--- config.mk ---
export PLATFORM = sky130hd
export DESIGN_NAME = muldiv_unit
export DESIGN_NICKNAME = d
export VERILOG_FILES = /design/src/rtl/muldiv_unit.sv
export SDC_FILE = /design/constraint.sdc
export NUM_CORES = 1
export LEC_CHECK = 0
export ABC_CLOCK_PERIOD_IN_PS = 3590
export CAP_MARGIN = 0
export CORE_MARGIN = 2
export CORE_UTILIZATION = 53
export CTS_CLUSTER_DIAMETER = 50
export DETAILED_ROUTE_END_ITERATION = 10
export PLACE_DENSITY_LB_ADDON = 0.2
export RECOVER_POWER = 100
export REMOVE_ABC_BUFFERS = 1
export SYNTH_ARGS = -nofsm -noshare
export SYNTH_HDL_FRONTEND = slang
export SYNTH_SLANG_ARGS = --single-unit
--- constraint.sdc ---
create_clock -name clk -period 3.59 [get_ports clk]
set_input_delay 0.8975 -clock clk [delete_from_list [all_inputs] [get_ports clk]]
set_output_delay 0.8975 -clock clk [all_outputs]
set_load 0.005 [all_outputs]
--- src/rtl/muldiv_unit.sv ---
// ============================================================================
// Module  : muldiv_unit
// Brief   : Iterative MIPS-style multiply/divide unit.
//           Shift-add multiply, restoring divide, one step per clock.
// Rev     : 1.0  initial release
// ============================================================================
`default_nettype none

module muldiv_unit #(
   parameter int N = 32
) (
   input  logic         clk,
   input  logic         rst,
   input  logic         start,
   input  logic [1:0]   op,
   input  logic [N-1:0] a,
   input  logic [N-1:0] b,
   output logic         busy,
   output logic         done,
   output logic [N-1:0] hi,
   output logic [N-1:0] lo,
   output logic         div_by_zero
);

   localparam int CW = (N > 1) ? $clog2(N) : 1;
   localparam logic [CW-1:0] c_LAST = CW'(N - 1);

   localparam logic [1:0] S_IDLE = 2'd0;
   localparam logic [1:0] S_RUN  = 2'd1;
   localparam logic [1:0] S_DONE = 2'd2;

   logic [1:0]   r_state;
   logic [1:0]   w_next;
   logic [CW-1:0] r_cnt;
   logic         r_is_div;
   logic         r_zdiv;
   logic         r_neg_lo;
   logic         r_neg_hi;
   logic [N-1:0] r_acc;
   logic [N-1:0] r_mq;
   logic [N-1:0] r_opnd;
   logic [N-1:0] r_hi;
   logic [N-1:0] r_lo;
   logic         r_dbz;
   logic         r_done;

   logic         w_accept;
   logic         w_sa;
   logic         w_sb;
   logic [N-1:0] w_a_mag;
   logic [N-1:0] w_b_mag;
   logic [N:0]   w_sum;
   logic [N:0]   w_shift;
   logic         w_ge;
   logic [N-1:0] w_diff;
   logic [2*N-1:0] w_prod;
   logic [2*N-1:0] w_prod_s;
   logic [N-1:0] w_quo;
   logic [N-1:0] w_rem;
   logic [N-1:0] w_res_hi;
   logic [N-1:0] w_res_lo;

   // ---------------------------------------------------------------- FSM
   always_ff @(posedge clk) begin
      if (!rst) begin
         r_state <= S_IDLE;
      end else begin
         r_state <= w_next;
      end
   end

   always_comb begin
      w_next = r_state;
      case (r_state)
         S_IDLE:  w_next = start ? S_RUN : S_IDLE;
         S_RUN:   w_next = (r_cnt == c_LAST) ? S_DONE : S_RUN;
         S_DONE:  w_next = start ? S_RUN : S_IDLE;
         default: w_next = S_IDLE;
      endcase
   end

   always_comb begin
      busy        = (r_state == S_RUN);
      done        = r_done;
      hi          = r_hi;
      lo          = r_lo;
      div_by_zero = r_dbz;
   end

   // ---------------------------------------------------------------- datapath
   assign w_accept = start && ((r_state == S_IDLE) || (r_state == S_DONE));
   assign w_sa     = ~op[0] & a[N-1];
   assign w_sb     = ~op[0] & b[N-1];
   assign w_a_mag  = w_sa ? -a : a;
   assign w_b_mag  = w_sb ? -b : b;

   // Multiply step: conditional add, then shift {acc,mq} right by one.
   assign w_sum   = {1'b0, r_acc} + {1'b0, r_opnd};
   // Divide step: remainder < divisor, so the low N bits of the difference suffice.
   assign w_shift = {r_acc, r_mq[N-1]};
   assign w_ge    = (w_shift >= {1'b0, r_opnd});
   assign w_diff  = w_shift[N-1:0] - r_opnd;

   assign w_prod   = {r_acc, r_mq};
   assign w_prod_s = r_neg_lo ? -w_prod : w_prod;
   assign w_quo    = r_neg_lo ? -r_mq : r_mq;
   assign w_rem    = r_neg_hi ? -r_acc : r_acc;

   // With a zero divisor the remainder converges to |a|, so w_rem restores a.
   always_comb begin
      w_res_hi = w_prod_s[2*N-1:N];
      w_res_lo = w_prod_s[N-1:0];
      if (r_is_div) begin
         w_res_hi = w_rem;
         w_res_lo = r_zdiv ? {N{1'b1}} : w_quo;
      end
   end

   always_ff @(posedge clk) begin
      if (!rst) begin
         r_cnt    <= '0;
         r_is_div <= 1'b0;
         r_zdiv   <= 1'b0;
         r_neg_lo <= 1'b0;
         r_neg_hi <= 1'b0;
         r_acc    <= '0;
         r_mq     <= '0;
         r_opnd   <= '0;
         r_hi     <= '0;
         r_lo     <= '0;
         r_dbz    <= 1'b0;
         r_done   <= 1'b0;
      end else begin
         r_done <= (r_state == S_DONE);
         if (r_state == S_DONE) begin
            r_hi  <= w_res_hi;
            r_lo  <= w_res_lo;
            r_dbz <= r_zdiv;
         end
         if (w_accept) begin
            r_is_div <= op[1];
            r_zdiv   <= op[1] && (b == '0);
            r_neg_lo <= w_sa ^ w_sb;
            r_neg_hi <= w_sa;
            r_acc    <= '0;
            r_mq     <= w_a_mag;
            r_opnd   <= w_b_mag;
            r_cnt    <= '0;
         end else if (r_state == S_RUN) begin
            r_cnt <= r_cnt + CW'(1);
            if (r_is_div) begin
               r_acc <= w_ge ? w_diff : w_shift[N-1:0];
               r_mq  <= {r_mq[N-2:0], w_ge};
            end else if (r_mq[0]) begin
               r_acc <= w_sum[N:1];
               r_mq  <= {w_sum[0], r_mq[N-1:1]};
            end else begin
               r_acc <= {1'b0, r_acc[N-1:1]};
               r_mq  <= {r_acc[0], r_mq[N-1:1]};
            end
         end
      end
   end

endmodule

`default_nettype wire
==> summary.md, run 1 <==
| Metric | Value |
|---|---|
| Post-CTS Setup Bufs | 0 |
| Vias per cell | 6.26 |
| Setup TNS | 0 ns |
| Cell taking the most area after synthesis | dfxtp_1 |
| Pint | 3.80 mW |
| Die area | roughly 27000 µm² |
| Vias in the first global route | 13119 |
| Reg clk slew, reported paths | 0.08 ns |
| Least-Margin Pin Slew | 1.74 ns |
| Final Hold Fails | 0 |
| Clock share of power | 0.329 |
| Max Slew Vio Count | 33 |
| Worst Hold Class | reg2reg |
| # setup viols final | 0 |
| Multiplexer share of the synthesized area | 0.0328 |
| Post-route ant nets | 0 |
| Largest net degree at the start of global routing | between 80 and 90 |
| Critical path arrival | 3.83 ns |
| Num ports | 136 |
| Place WS | between 0.003 and 0.004 ns |
| Critical path data required time | 3.93 ns |
| Comb pwr share | 0.315 |
| CORE AREA | roughly 25000 µm² |
| Fill count | 2232 |
| Switching Share | 0.359 |
| Placed insts | 2255 |
| H-tree depth | 4 |
| Fmax | around 290 MHz |
| Drt total wl | 45200 µm |
| Placed cell areas | 15800 µm² |
| Slew headroom | -0.159 |
| Critical Path Sink Type | flop |
| Share of layout cells above drive strength 1 | 0.0828 |
| Post-Synthesis Cells | 1808 |
| Final Util | 0.651 |
| Nets@finish | ~2100 |
| Fin crit share | 0.972 |
| Area contributors post-synth | dfxtp_1, a21oi_1, ha_1, nand2_1, xor2_1 |
| Crit-path max FO | 7 |
| Gr usage total | 0.330 |
| Initial antenna violation count | 0 |
| PnR worst setup slack | 0.0998 ns |
| Non-Filler Instances | 2288 |
| IO buf count | 135 |
| Area of the multi-input gates | 9530 µm² |
| WL/cell | around 20 µm |
| Main combinational cell family by area after synthesis | compound AO/OA/AOI/OAI gates |
| Area growth from synthesis to layout | 20.3% |
| Synth cell types | just under 70 |
| Total CTS buffers | 17 |
| Reg-to-Reg End | hi[2]$_SDFFE_PN0P_ |
| Worst R2R Path Depth | 9 |
| Area share of and/or/nand/nor cells after synthesis | 0.183 |
| Synth Register Bits | 173 |
| Post-synthesis adder-cell area fraction | 0.0670 |
| Max clock buf depth | 2 |
| Die Height | 165 µm |
| Vias | about 14000 |
| GPL Wtd Cong | a little under 1 |
| Initial Util | 0.541 |
| First-pass DRT Iterations | 6 |
| Syn Area/Cell | 7.56 µm² |
| Mapped cell area | about 14000 µm² |
| First-pass GRT wire length | between 70000 and 80000 µm |
| Top-area cell type share of the netlist area | 0.253 |
| Cell area after layout | 16400 µm² |
| Status | finished, violations left |
| Synth Flop Type | dfxtp_1 |
| R2R Setup Slk | 0.1 ns |
| Xor/xnor share of the synthesized area | 0.108 |
| Hold Crit Depth | 2 |
| Area occupied by registers | roughly 3500 µm² |
| Die W | about 160 µm |
| Final min period | 3.49 ns |
| FP Rows | 58 |
| Hold slack | 0.469 ns |
| Synth async-reset ratio | 0 |
| Failing checks | capacitance limit, slew limit |
| Residual DRC | 0 |
| Flop pwr share | 0.356 |
| Worst Hold End | hi[15]$_SDFFE_PN0P_ |
| Initial detailed-routing violation count | between 1000 and 1500 |
| Detailed placement HPWL | 33100 µm |
| Setup CP Type | reg2reg |
| Power, Total | between 5 and 6 mW |
| Maximum VDD drop | ~300 µV |
| Fraction of the yosys area taken by sequential cells | 0.253 |
| Layout Skew | 0.0207 ns |
| Max-cap check violation count | 1 |
| Hold path startpoint | hi[15]$_SDFFE_PN0P_ |
| Reg2reg start | r_mq[20]$_SDFFE_PN0P_ |
| Clock sink total | 173 |
| Compound-Gate Fraction of Synth Area | 0.302 |
| PwrDens | between 300 and 400 nW/µm² |
| Kind of start point of the critical path | flop |
| Root Buffer | clkbuf_16 |
| Leak | 7.35 nW |
| CTS tree | done |
| Number of synthesized flops with an enable pin | 0 |
| YS warnings | 0 |
| Clk_lat worst skew | 0.45 ns |
| Switch Pwr | 2.13 mW |
| Congestion Overflow GR | 0 |
area by class of cell:
class                      count  share of cell area
multi-input combinational   1440               0.580
sequential                   173               0.211
timing repair buffer         244               0.131
clock buffer                  18              0.0267
tap                          330              0.0251
inverter                      68              0.0155
clock inverter                14              0.0104
antenna                        1            0.000152
logic make-up after synthesis:
family	after synthesis
buffers and inverters	195
AND/OR/NAND/NOR	532
flip-flops	173
XOR/XNOR	168
adder cells (fa/ha/maj)	72
AO/OA/AOI/OAI	624
multiplexers	44
power by group through the flow:
stage               clock, mW  combinational, mW  sequential, mW
floorplan                   0               1.17            2.16
global route             2.06               2.03            2.13
detailed placement          0               1.81            2.16
finish                   1.95               1.87            2.12
CTS                      1.97               1.83            2.11
global placement            0               1.79            2.15
worst max-delay path: stages, from the launching register on:
cell	delay, ns
dfxtp_1	0.40
or4_4	0.57
or4_4	0.45
or3_4	0.40
or4_4	0.54
o31a_1	0.34
o21ai_1	0.25
xor2_1	0.16
nand2_1	0.08
o211a_1	0.18
Yosys cell counts, drive strengths merged, types with 13 or more instances:
cell    number
o211a       58
or3         16
nand3       22
mux2i       38
nand2b      19
and2        21
xor2        87
o31ai       24
nor3        42
o221ai      19
a21o        35
nand4       13
clkbuf     117
nor2b       19
a31oi       16
o21ai      139
a21oi      181
nor4        20
ha          70
nor2       116
a211oi      20
xnor2       81
dfxtp      173
nand2      207
o211ai      31
inv         68
o21a        17
how the worst max path moves through the flow:
stage	start	to	cells after the start
after floorplan	r_opnd[1]$_SDFFE_PN0P_	r_acc[17]$_SDFFE_PP0P_	11
after global placement	a[9]	r_mq[31]$_SDFFE_PN0P_	10
after detailed placement	a[9]	r_mq[31]$_SDFFE_PN0P_	10
after CTS	r_mq[20]$_SDFFE_PN0P_	hi[25]$_SDFFE_PN0P_	11
after global routing	r_mq[31]$_SDFFE_PN0P_	r_acc[30]$_SDFFE_PP0P_	16
final	r_mq[20]$_SDFFE_PN0P_	hi[2]$_SDFFE_PN0P_	9
sequential cells by signal (all words and copies together), names as in the netlist:
signal	count
r_acc	32
r_neg_hi	1
lo	32
r_mq	32
r_is_div	1
r_zdiv	1
r_opnd	32
r_neg_lo	1
hi	32
r_cnt	5
r_state	2
div_by_zero	1
done	1
placed cells by master, fill, tap and decap left out, types with 19 or more instances in the layout:
master and n:
o211a_1 58, nor3_1 41, dlygate4sd3_1 71, dfxtp_1 172
buf_4 93, a211oi_1 19, clkdlybuf4s50_1 63, ha_1 70
nor2_1 116, mux2i_1 38, o31ai_1 20, o221ai_1 19
a21o_1 35, nor4_1 20, nand2_1 206, o21ai_0 135
xor2_1 87, a21oi_1 180, inv_1 68, o211ai_1 31
xnor2_1 81, nand3_1 22
what timing repair did:
item,CTS,global route
resized for setup,0,16
hold buffers,0,0
setup endpoints to repair,0,9
layer usage:
| metal | part of all wire | vias up | track usage |
|---|---|---|---|
| met5 | 0 | - | 0 |
| met4 | 0.022 | 0 | 0.0972 |
| met3 | 0.087 | 79 | 0.0630 |
| met2 | 0.45 | 647 | 0.518 |
| met1 | 0.45 | 6775 | 0.459 |
| li1 | - | 6811 | - |
(Power assumes the default switching activity.)
==> run 2, diff against run 1 <==
Settings changed: REMOVE_ABC_BUFFERS 1 to default.
==> summary.md, run 2 (synthesized netlist as in run 1, its figures left out) <==
| Metric | Value |
|---|---|
| Status | finished, violations left |
| Failing checks | capacitance limit, slew limit |
| Worst R2R Path Depth | 11 |
| Vias | 14309 |
| Congestion Overflow GR | 0 |
| Setup CP Type | reg2reg |
| Placed cell areas | 16000 µm² |
| FP Rows | between 50 and 60 |
| WL/cell | between 15 and 20 µm |
| Clk_lat worst skew | 0.46 ns |
| Cell area after layout | 16600 µm² |
| N_diodes | 0 |
| Initial Util | 0.541 |
| Initial antenna violation count | 0 |
| Kind of start point of the critical path | flop |
| Max-cap check violation count | 1 |
| Critical Path Sink Type | flop |
| Die W | 165 µm |
| Final Hold Fails | 0 |
| Non-Filler Instances | 2309 |
| Maximum VDD drop | 251 µV |
| Fin crit share | 0.955 |
| # setup viols final | 0 |
| First-pass DRT Iterations | 6 |
| Most common cell after layout, fill and taps aside | nand2_1 |
| Fill count | 2254 |
| Vias in the first global route | 13065 |
| Fmax | 292 MHz |
| Syn_nets | about 2000 |
| PwrDens | 362 nW/µm² |
| Crit-path max FO | 6 |
| Hold slack | 0.464 ns |
| Drt total wl | 46100 µm |
| First-pass GRT wire length | just over 70000 µm |
| Max clock buf depth | 2 |
| Residual DRC | 0 |
| Reg clk slew, reported paths | about 0.090 ns |
| Initial detailed-routing violation count | 1390 |
| Post-route ant nets | 0 |
| Leak | 7.48 nW |
| Critical path arrival | around 3.8 ns |
| RSZ-0062 raised after global routing | false |
| Gr usage total | 0.336 |
| Die Height | 165 µm |
| Setup TNS | 0 ns |
| Detailed placement HPWL | 35200 µm |
| Share of layout cells above drive strength 1 | 0.0940 |
| Nets@finish | ~2100 |
| GPL Wtd Cong | 1.01 |
| Vias per cell | just over 6 |
| CORE AREA | 25300 µm² |
| Area growth from synthesis to layout | 21.4% |
| IO buf count | 135 |
| Critical path data required time | 3.91 ns |
| Most frequent cells in the layout | nand2_1, a21oi_1, dfxtp_1 |
| Worst Hold Class | reg2reg |
| Num ports | 136 |
| Hold Crit Depth | 2 |
| Placed insts | roughly 2300 |
| Root Buffer | clkbuf_16 |
| Slew headroom | -0.452 |
| Layout Skew | roughly 0.022 ns |
| Max Slew Vio Count | 120 |
| Power, Total | 6.01 mW |
| Least-Margin Pin Slew | roughly 2.2 ns |
| Clock sink total | 173 |
| CTS tree | done |
| H-tree depth | 4 |
| Final min period | 3.43 ns |
| Total CTS buffers | 17 |
| Die area | 27100 µm² |
| Largest net degree at the start of global routing | 120 |
## run 2: cell types whose count changed in the layout (fill, tap and decap cells not counted), sizes merged
cell	change
buf	+28
dlygate4sd3	-2
clkdlybuf4s50	+2
clkbuf	-7
clkinv	+2
bufinv	-1
diode	-1
## run 2: path summary, 6_finish.rpt
check | end | from | slack [ns]
min reg2reg | hi[15]$_SDFFE_PN0P_ | hi[15]$_SDFFE_PN0P_ | 0.46
min | hi[15]$_SDFFE_PN0P_ | hi[15]$_SDFFE_PN0P_ | 0.46
max | hi[25]$_SDFFE_PN0P_ | r_mq[21]$_SDFFE_PN0P_ | 0.16
max reg2reg | hi[25]$_SDFFE_PN0P_ | r_mq[21]$_SDFFE_PN0P_ | 0.16
## run 2: cell type report
type | instances | area (µm²) | area share
Timing Repair Buffer | 266 | 2330 | 0.140
Multi-Input combinational cell | 1440 | 9500 | 0.573
Clock buffer | 17 | 425 | 0.0256
Sequential cell | 173 | 3470 | 0.209
Clock inverter | 15 | 203 | 0.0122
Tap cell | 330 | 413 | 0.0249
Inverter | 68 | 255 | 0.0154
## run 2: worst max-delay path: stages, from the launching register on
cell and delay [ns]:
dfxtp_1 0.38, or4_4 0.53, or4_4 0.45, or3_4 0.37, or2_2 0.33, nor2_1 0.09, nand2_1 0.17, o31ai_1 0.41
a31oi_1 0.16, xnor2_1 0.21, nand2_1 0.07, o211a_1 0.13
## run 2: per-layer routing
metal	up-vias	routed length (µm)	GRT usage
met5	-	0	0
met4	0	1230	0.108
met3	83	4050	0.0573
li1	6874	-	-
met1	6695	20800	0.475
met2	657	20000	0.521
## run 2: per-stage QoR
stage	setup slack, ns	util
after floorplan	0.225	-
after global placement	-0.125	0.633
after detailed placement	-0.120	0.633
after CTS	0.134	0.658
after global routing	0.000610	0.657
final	0.160	0.657
## run 2: report_power, final
part           internal, mW  switching, mW
Sequential             2.00         0.0995
Clock                 0.966           1.01
Combinational         0.805           1.13
## run 2: what timing repair did
action                     CTS  global route
buffers inserted             0             1
gates resized for setup      0             6
setup endpoints to repair    0            33
hold buffers                 0             0
